[config.mk]
export PLATFORM = sky130hd
export DESIGN_NAME = text_grid_writer
export DESIGN_NICKNAME = d
export VERILOG_FILES = /design/src/rtl/text_pkg.sv /design/src/rtl/text_grid_writer_pulse_sync.sv /design/src/rtl/text_grid_writer.sv
export SDC_FILE = /design/constraint.sdc
export NUM_CORES = 1
export LEC_CHECK = 0
export CORE_MARGIN = 2
export CORE_UTILIZATION = 45
export DETAILED_ROUTE_END_ITERATION = 8
export GPL_TIMING_DRIVEN = 0
export HOLD_SLACK_MARGIN = 0.06
export PLACE_DENSITY = 0.73
export SYNTH_ARGS = -nofsm -noshare
export SYNTH_HDL_FRONTEND = slang
export SYNTH_SLANG_ARGS = --single-unit
[constraint.sdc]
create_clock -name clk_pix -period 3.77 [get_ports clk_pix]
set_input_delay 0.754 -clock clk_pix [delete_from_list [all_inputs] [get_ports clk_pix]]
set_output_delay 0.754 -clock clk_pix [all_outputs]
set_load 0.01 [all_outputs]
[src/rtl/text_pkg.sv]
// Shared constants and types for the text grid writer, character RAM and VGA renderer.
// Grid geometry defaults and the control codes recognised from the keypad encoder.
package text_pkg;

    localparam int GRID_COL_DEF = 10;
    localparam int GRID_ROW_DEF = 5;
    localparam int ADDR_W_DEF   = 6;

    localparam logic [6:0] ASCII_SPACE = 7'd32;
    localparam logic [6:0] ASCII_BS    = 7'd8;
    localparam logic [6:0] ASCII_LF    = 7'd10;
    localparam logic [6:0] ASCII_FF    = 7'd12;

    typedef enum logic {
        IDLE  = 1'b0,
        CLEAR = 1'b1
    } state_t;

    // Counter width for n distinct values, never narrower than one bit.
    function automatic int width_of(input int n);
        return (n <= 1) ? 1 : $clog2(n);
    endfunction

    localparam int COL_W_DEF = width_of(GRID_COL_DEF);
    localparam int ROW_W_DEF = width_of(GRID_ROW_DEF);
    localparam int CELLS_DEF = GRID_COL_DEF * GRID_ROW_DEF;

endpackage

[src/rtl/text_grid_writer_pulse_sync.sv]
// Brings the encoder's level strobe into clk_pix and turns each rising edge
// into a single-cycle pulse.
module pulse_sync #(
    parameter int STAGES = 2
) (
    input  logic clk_pix,
    input  logic rst,
    input  logic level,
    output logic pulse
);

    logic [STAGES-1:0] sync_reg;
    logic              last_reg;

    always_ff @(posedge clk_pix) begin
        if (rst) begin
            sync_reg <= '0;
            last_reg <= 1'b0;
        end else begin
            sync_reg <= {sync_reg[STAGES-2:0], level};
            last_reg <= sync_reg[STAGES-1];
        end
    end

    // Combinational so the event is visible in the cycle after the second flop captures it.
    assign pulse = sync_reg[STAGES-1] & ~last_reg;

endmodule

[src/rtl/text_grid_writer.sv]
// Cursor-driven writer into the character RAM: prints glyphs, handles backspace,
// newline and a full-screen clear sweep.
module text_grid_writer
    import text_pkg::*;
#(
    parameter int GRID_COL = GRID_COL_DEF,
    parameter int GRID_ROW = GRID_ROW_DEF,
    parameter int ADDR_W   = ADDR_W_DEF
) (
    input  logic                          clk_pix,
    input  logic                          rst,
    input  logic [6:0]                    ascii_in,
    input  logic                          write_en,
    input  logic                          ctrl_en,
    output logic                          ram_we,
    output logic [ADDR_W-1:0]             ram_addr,
    output logic [6:0]                    ram_data,
    output logic [width_of(GRID_COL)-1:0] cursor_col,
    output logic [width_of(GRID_ROW)-1:0] cursor_row,
    output logic                          busy
);

    localparam int COL_W = width_of(GRID_COL);
    localparam int ROW_W = width_of(GRID_ROW);
    localparam int CELLS = GRID_COL * GRID_ROW;

    localparam logic [ADDR_W-1:0] LAST_ADDR = ADDR_W'(CELLS - 1);
    localparam logic [COL_W-1:0]  LAST_COL  = COL_W'(GRID_COL - 1);
    localparam logic [ROW_W-1:0]  LAST_ROW  = ROW_W'(GRID_ROW - 1);

    logic key_event;

    pulse_sync #(
        .STAGES(2)
    ) u_sync (
        .clk_pix(clk_pix),
        .rst    (rst),
        .level  (write_en),
        .pulse  (key_event)
    );

    state_t            state_reg;
    logic [ADDR_W-1:0] sweep_reg;
    logic [COL_W-1:0]  col_reg;
    logic [ROW_W-1:0]  row_reg;
    logic              ram_we_reg;
    logic [ADDR_W-1:0] ram_addr_reg;
    logic [6:0]        ram_data_reg;
    logic              busy_reg;

    logic [ADDR_W-1:0] cell_addr;
    logic [ADDR_W-1:0] back_addr;
    logic [COL_W-1:0]  adv_col;
    logic [ROW_W-1:0]  adv_row;
    logic [ROW_W-1:0]  down_row;
    logic [COL_W-1:0]  back_col;
    logic [ROW_W-1:0]  back_row;

    always_comb begin
        cell_addr = ADDR_W'(int'(row_reg) * GRID_COL + int'(col_reg));
        down_row  = (row_reg == LAST_ROW) ? '0 : row_reg + ROW_W'(1);

        adv_col = col_reg + COL_W'(1);
        adv_row = row_reg;
        if (col_reg == LAST_COL) begin
            adv_col = '0;
            adv_row = down_row;
        end

        // Backspace saturates at the home cell rather than wrapping to the end.
        back_col = col_reg - COL_W'(1);
        back_row = row_reg;
        if (col_reg == '0) begin
            if (row_reg == '0) begin
                back_col = '0;
            end else begin
                back_col = LAST_COL;
                back_row = row_reg - ROW_W'(1);
            end
        end
        back_addr = ADDR_W'(int'(back_row) * GRID_COL + int'(back_col));
    end

    always_ff @(posedge clk_pix) begin
        if (rst) begin
            state_reg    <= CLEAR;
            sweep_reg    <= '0;
            col_reg      <= '0;
            row_reg      <= '0;
            ram_we_reg   <= 1'b0;
            ram_addr_reg <= '0;
            ram_data_reg <= '0;
            busy_reg     <= 1'b0;
        end else begin
            ram_we_reg <= 1'b0;
            busy_reg   <= 1'b0;
            case (state_reg)
                CLEAR: begin
                    ram_we_reg   <= 1'b1;
                    ram_addr_reg <= sweep_reg;
                    ram_data_reg <= ASCII_SPACE;
                    busy_reg     <= 1'b1;
                    if (sweep_reg == LAST_ADDR) begin
                        sweep_reg <= '0;
                        col_reg   <= '0;
                        row_reg   <= '0;
                        state_reg <= IDLE;
                    end else begin
                        sweep_reg <= sweep_reg + ADDR_W'(1);
                    end
                end
                IDLE: begin
                    // busy_reg is still high in the cycle just after a sweep, so that event is dropped too.
                    if (key_event && !busy_reg) begin
                        if (!ctrl_en && ascii_in >= ASCII_SPACE) begin
                            ram_we_reg   <= 1'b1;
                            ram_addr_reg <= cell_addr;
                            ram_data_reg <= ascii_in;
                            col_reg      <= adv_col;
                            row_reg      <= adv_row;
                        end else if (ctrl_en && ascii_in == ASCII_BS) begin
                            ram_we_reg   <= 1'b1;
                            ram_addr_reg <= back_addr;
                            ram_data_reg <= ASCII_SPACE;
                            col_reg      <= back_col;
                            row_reg      <= back_row;
                        end else if (ctrl_en && ascii_in == ASCII_LF) begin
                            col_reg <= '0;
                            row_reg <= down_row;
                        end else if (ctrl_en && ascii_in == ASCII_FF) begin
                            // First sweep write issues now so the sweep lasts exactly CELLS cycles.
                            ram_we_reg   <= 1'b1;
                            ram_addr_reg <= '0;
                            ram_data_reg <= ASCII_SPACE;
                            busy_reg     <= 1'b1;
                            sweep_reg    <= ADDR_W'(1);
                            state_reg    <= CLEAR;
                        end
                    end
                end
                default: state_reg <= IDLE;
            endcase
        end
    end

    assign ram_we     = ram_we_reg;
    assign ram_addr   = ram_addr_reg;
    assign ram_data   = ram_data_reg;
    assign cursor_col = col_reg;
    assign cursor_row = row_reg;
    assign busy       = busy_reg;

endmodule

==> reports/metrics.yaml <==
synth.most_common_cell: "dfxtp_1"
routed_via_density: 5.691
utilization_pct: 58.42
rr_endpoint: "ram_addr[5]$_SDFFE_PP0P_"
coreArea_sq_um: 4384
cts_buffers: 5
clk_latency_ns: 0.28
synth_area_leaders: "dfxtp_1, ha_1, a21oi_1"
cap_violations: 0
min_path_type: "reg -> reg"
rsz0062_at_grt: "false"
synth_edf_count: 0
cts_setup_buffers: 0
preCtsSetupSlack_ns: 0.4702
grt_util_all_layers_pct: 20.70
start_kind: "flop"
r2r_cells: 13
drtIter0Drc: 129
max_freq_mhz: 297.5
diodes: 0
num_vias: 1895
period_needed_ns: 3.361
multi_input_area_sq_um: 1330
fp.dieW_um: 71.82
syn-num-nets: 274
ctsRootBufferMaster: "clkbuf_8"
fillerInstances: 415
required_ns: 3.94
ios: 33
relSlewSlack_pct: 37.40
h-tree-depth: 2
finalHoldViolations: 0
largest_register_ffs: 7
overflow: 0
drc: 0
cts_resized: 0
placed_cell_area_sq_um: 2435
final_net_count: 311
outcome: "completed"
grt_max_degree: 11
cp_num_buf_inv: 2
final-instance-count-excl-fill: 333
start_util_pct: 47.20
slew_violations: 0
dr.pass1.iters: 4
period_share_pct: 89.15
seq_area_frac_synth_pct: 30.96
peakVddDrop_v: 0.0002902
layout_setup_ws_ns: 0.4089
post-route-cell-area_sq_um: 2561
cp-startpoint: "cursor_col[0]$_SDFFE_PP0P_"
synth-seq-cells: 32
hp-start: "u_sync.sync_reg[0]$_SDFF_PP0_"
drive_gt1_share_pct: 6.050
wire_per_inst_um: 15.05
arrival_ns: 3.53
ys_types: 53
hold_slack_ns: 0.4407
cp_slowest_cell: "dfxtp_1"
ys_warn_count: 0
grt_pass1_wl_um: 8438
critPathKind: "reg -> reg"
dieArea_sq_um: 5157
ant_nets: 0
grt_pass1_vias: 1858
worst_pin_slew_ns: 0.9334
rrSetupSlack_ns: 0.41
finalSetupViolCount: 0
r2r_start: "cursor_col[0]$_SDFFE_PP0P_"
netlist_area_sq_um: 2069
place_congestion: 0.8787
synthArstFlopShare_pct: 0
register_area_sq_um: 640.6
crit_cells: 13
dpl.hpwl_um: 3767
synthTopCellsByCount: "dfxtp_1, a21oi_1, nor2_1"
final.setup.tns_ns: 0
crit_fanout: 9
dp.cells: 325
netlist.area_leader.share_pct: 30.96
io_buffers: 30
cpPeakStageDelay_ns: 0.41
clockBufferDepth: 2
fp.dieH_um: 71.82
clk_pin_slew_ns: 0.07
end_kind: "flop"
syn_to_final_growth_pct: 23.76
cts_tree: "yes"
p_leak_nw: 1.042
ctsHoldBuffers: 0
finalClockSkew_ns: 0.006086
postSynthAreaPerCell_sq_um: 8.516
yosys.area.top_type: "dfxtp_1"
crit_chain: "inv_1 -> ha_1 -> nor3b_1 -> nor2b_1 -> buf_2 -> xnor2_1 -> ha_1 -> ha_1 -> a21oi_1 -> nor2b_1 -> xnor3_1 -> a221oi_1 -> o21ai_0"
antenna_found_initial: 0
cts_sinks: 32
num_rows: 24
hold_depth: 1
critical_path.most_common_cell: "ha_1"
crit_end: "ram_addr[5]$_SDFFE_PP0P_"
total_power_uw: 762.6
power_density_nw_per_um2: 297.8
routed_wirelength_um: 5013
cp_top_family: "adder cells"
synth_ff_type: "dfxtp_1"
synthCells: 243
-- placed cells by master, fill, tap and decap left out, drive strengths merged, types with 3 or more instances in the layout --
cell	Yosys	final
a311oi	3	3
a21oi	22	22
buf	4	4
clkbuf	8	15
clkdlybuf4s50	0	30
ha	18	18
o211ai	3	3
nor2	20	20
nor2b	10	10
o21ai	9	9
a211oi	7	7
nor3	5	5
xor2	4	4
xnor2	4	4
inv	13	13
o31a	3	3
nand2b	4	4
a31oi	4	4
a22oi	3	3
a22o	7	7
dfxtp	32	32
a211o	3	3
nand2	18	18
-- worst min-delay path by stage --
stage,to,slack (ns)
global route,u_sync.sync_reg[1]$_SDFF_PP0_,0.46
finish,u_sync.sync_reg[1]$_SDFF_PP0_,0.44
CTS,u_sync.sync_reg[1]$_SDFF_PP0_,0.45
detailed placement,u_sync.sync_reg[1]$_SDFF_PP0_,0.43
floorplan,u_sync.sync_reg[1]$_SDFF_PP0_,0.41
global placement,u_sync.sync_reg[1]$_SDFF_PP0_,0.42
-- metal layers --
metal,wire length (um),share of wire [%],vias up,global-route usage [%]
li1,-,-,964,-
met1,2517,50,884,28.10
met2,2239,45,41,33.44
met3,211,4.2,6,4.641
met4,44,0.88,0,5.241
met5,0,0,-,0
-- cells by family (layout without fill, tap and decap cells) --
kind of cell	Yosys count	count (layout)	synth area share (%)
buffers and inverters	25	63	4.777
multiplexers	3	3	1.511
XOR/XNOR	9	9	4.474
AO/OA/AOI/OAI	78	78	26.30
adder cells (fa/ha/maj)	20	20	12.82
AND/OR/NAND/NOR	76	76	19.17
flip-flops	32	32	30.96
-- final cells by class --
cell class | count | area share [%]
multi-input combinational | 186 | 51.93
timing repair buffer | 30 | 11.72
clock inverter | 1 | 1.172
tap | 52 | 2.540
sequential | 32 | 25.01
clock buffer | 7 | 3.762
buffer | 12 | 1.954
inverter | 13 | 1.905
-- worst register-to-register path: stages (launching register included) --
cell and delay (ns):
dfxtp_1 0.41, inv_1 0.12, ha_1 0.27, nor3b_1 0.37, nor2b_1 0.18, buf_2 0.21, xnor2_1 0.14, ha_1 0.25
ha_1 0.34, a21oi_1 0.08, nor2b_1 0.15, xnor3_1 0.27, a221oi_1 0.36, o21ai_0 0.11
-- report_power, final --
group / switching (mW) / internal, mW / leakage, nW
clock: 0.125 / 0.233 / 0.0645
sequential: 0.00527 / 0.346 / 0.260
combinational: 0.0270 / 0.0265 / 0.718
total: 0.157 / 0.605 / 1.04
(Power assumes the default switching activity.)
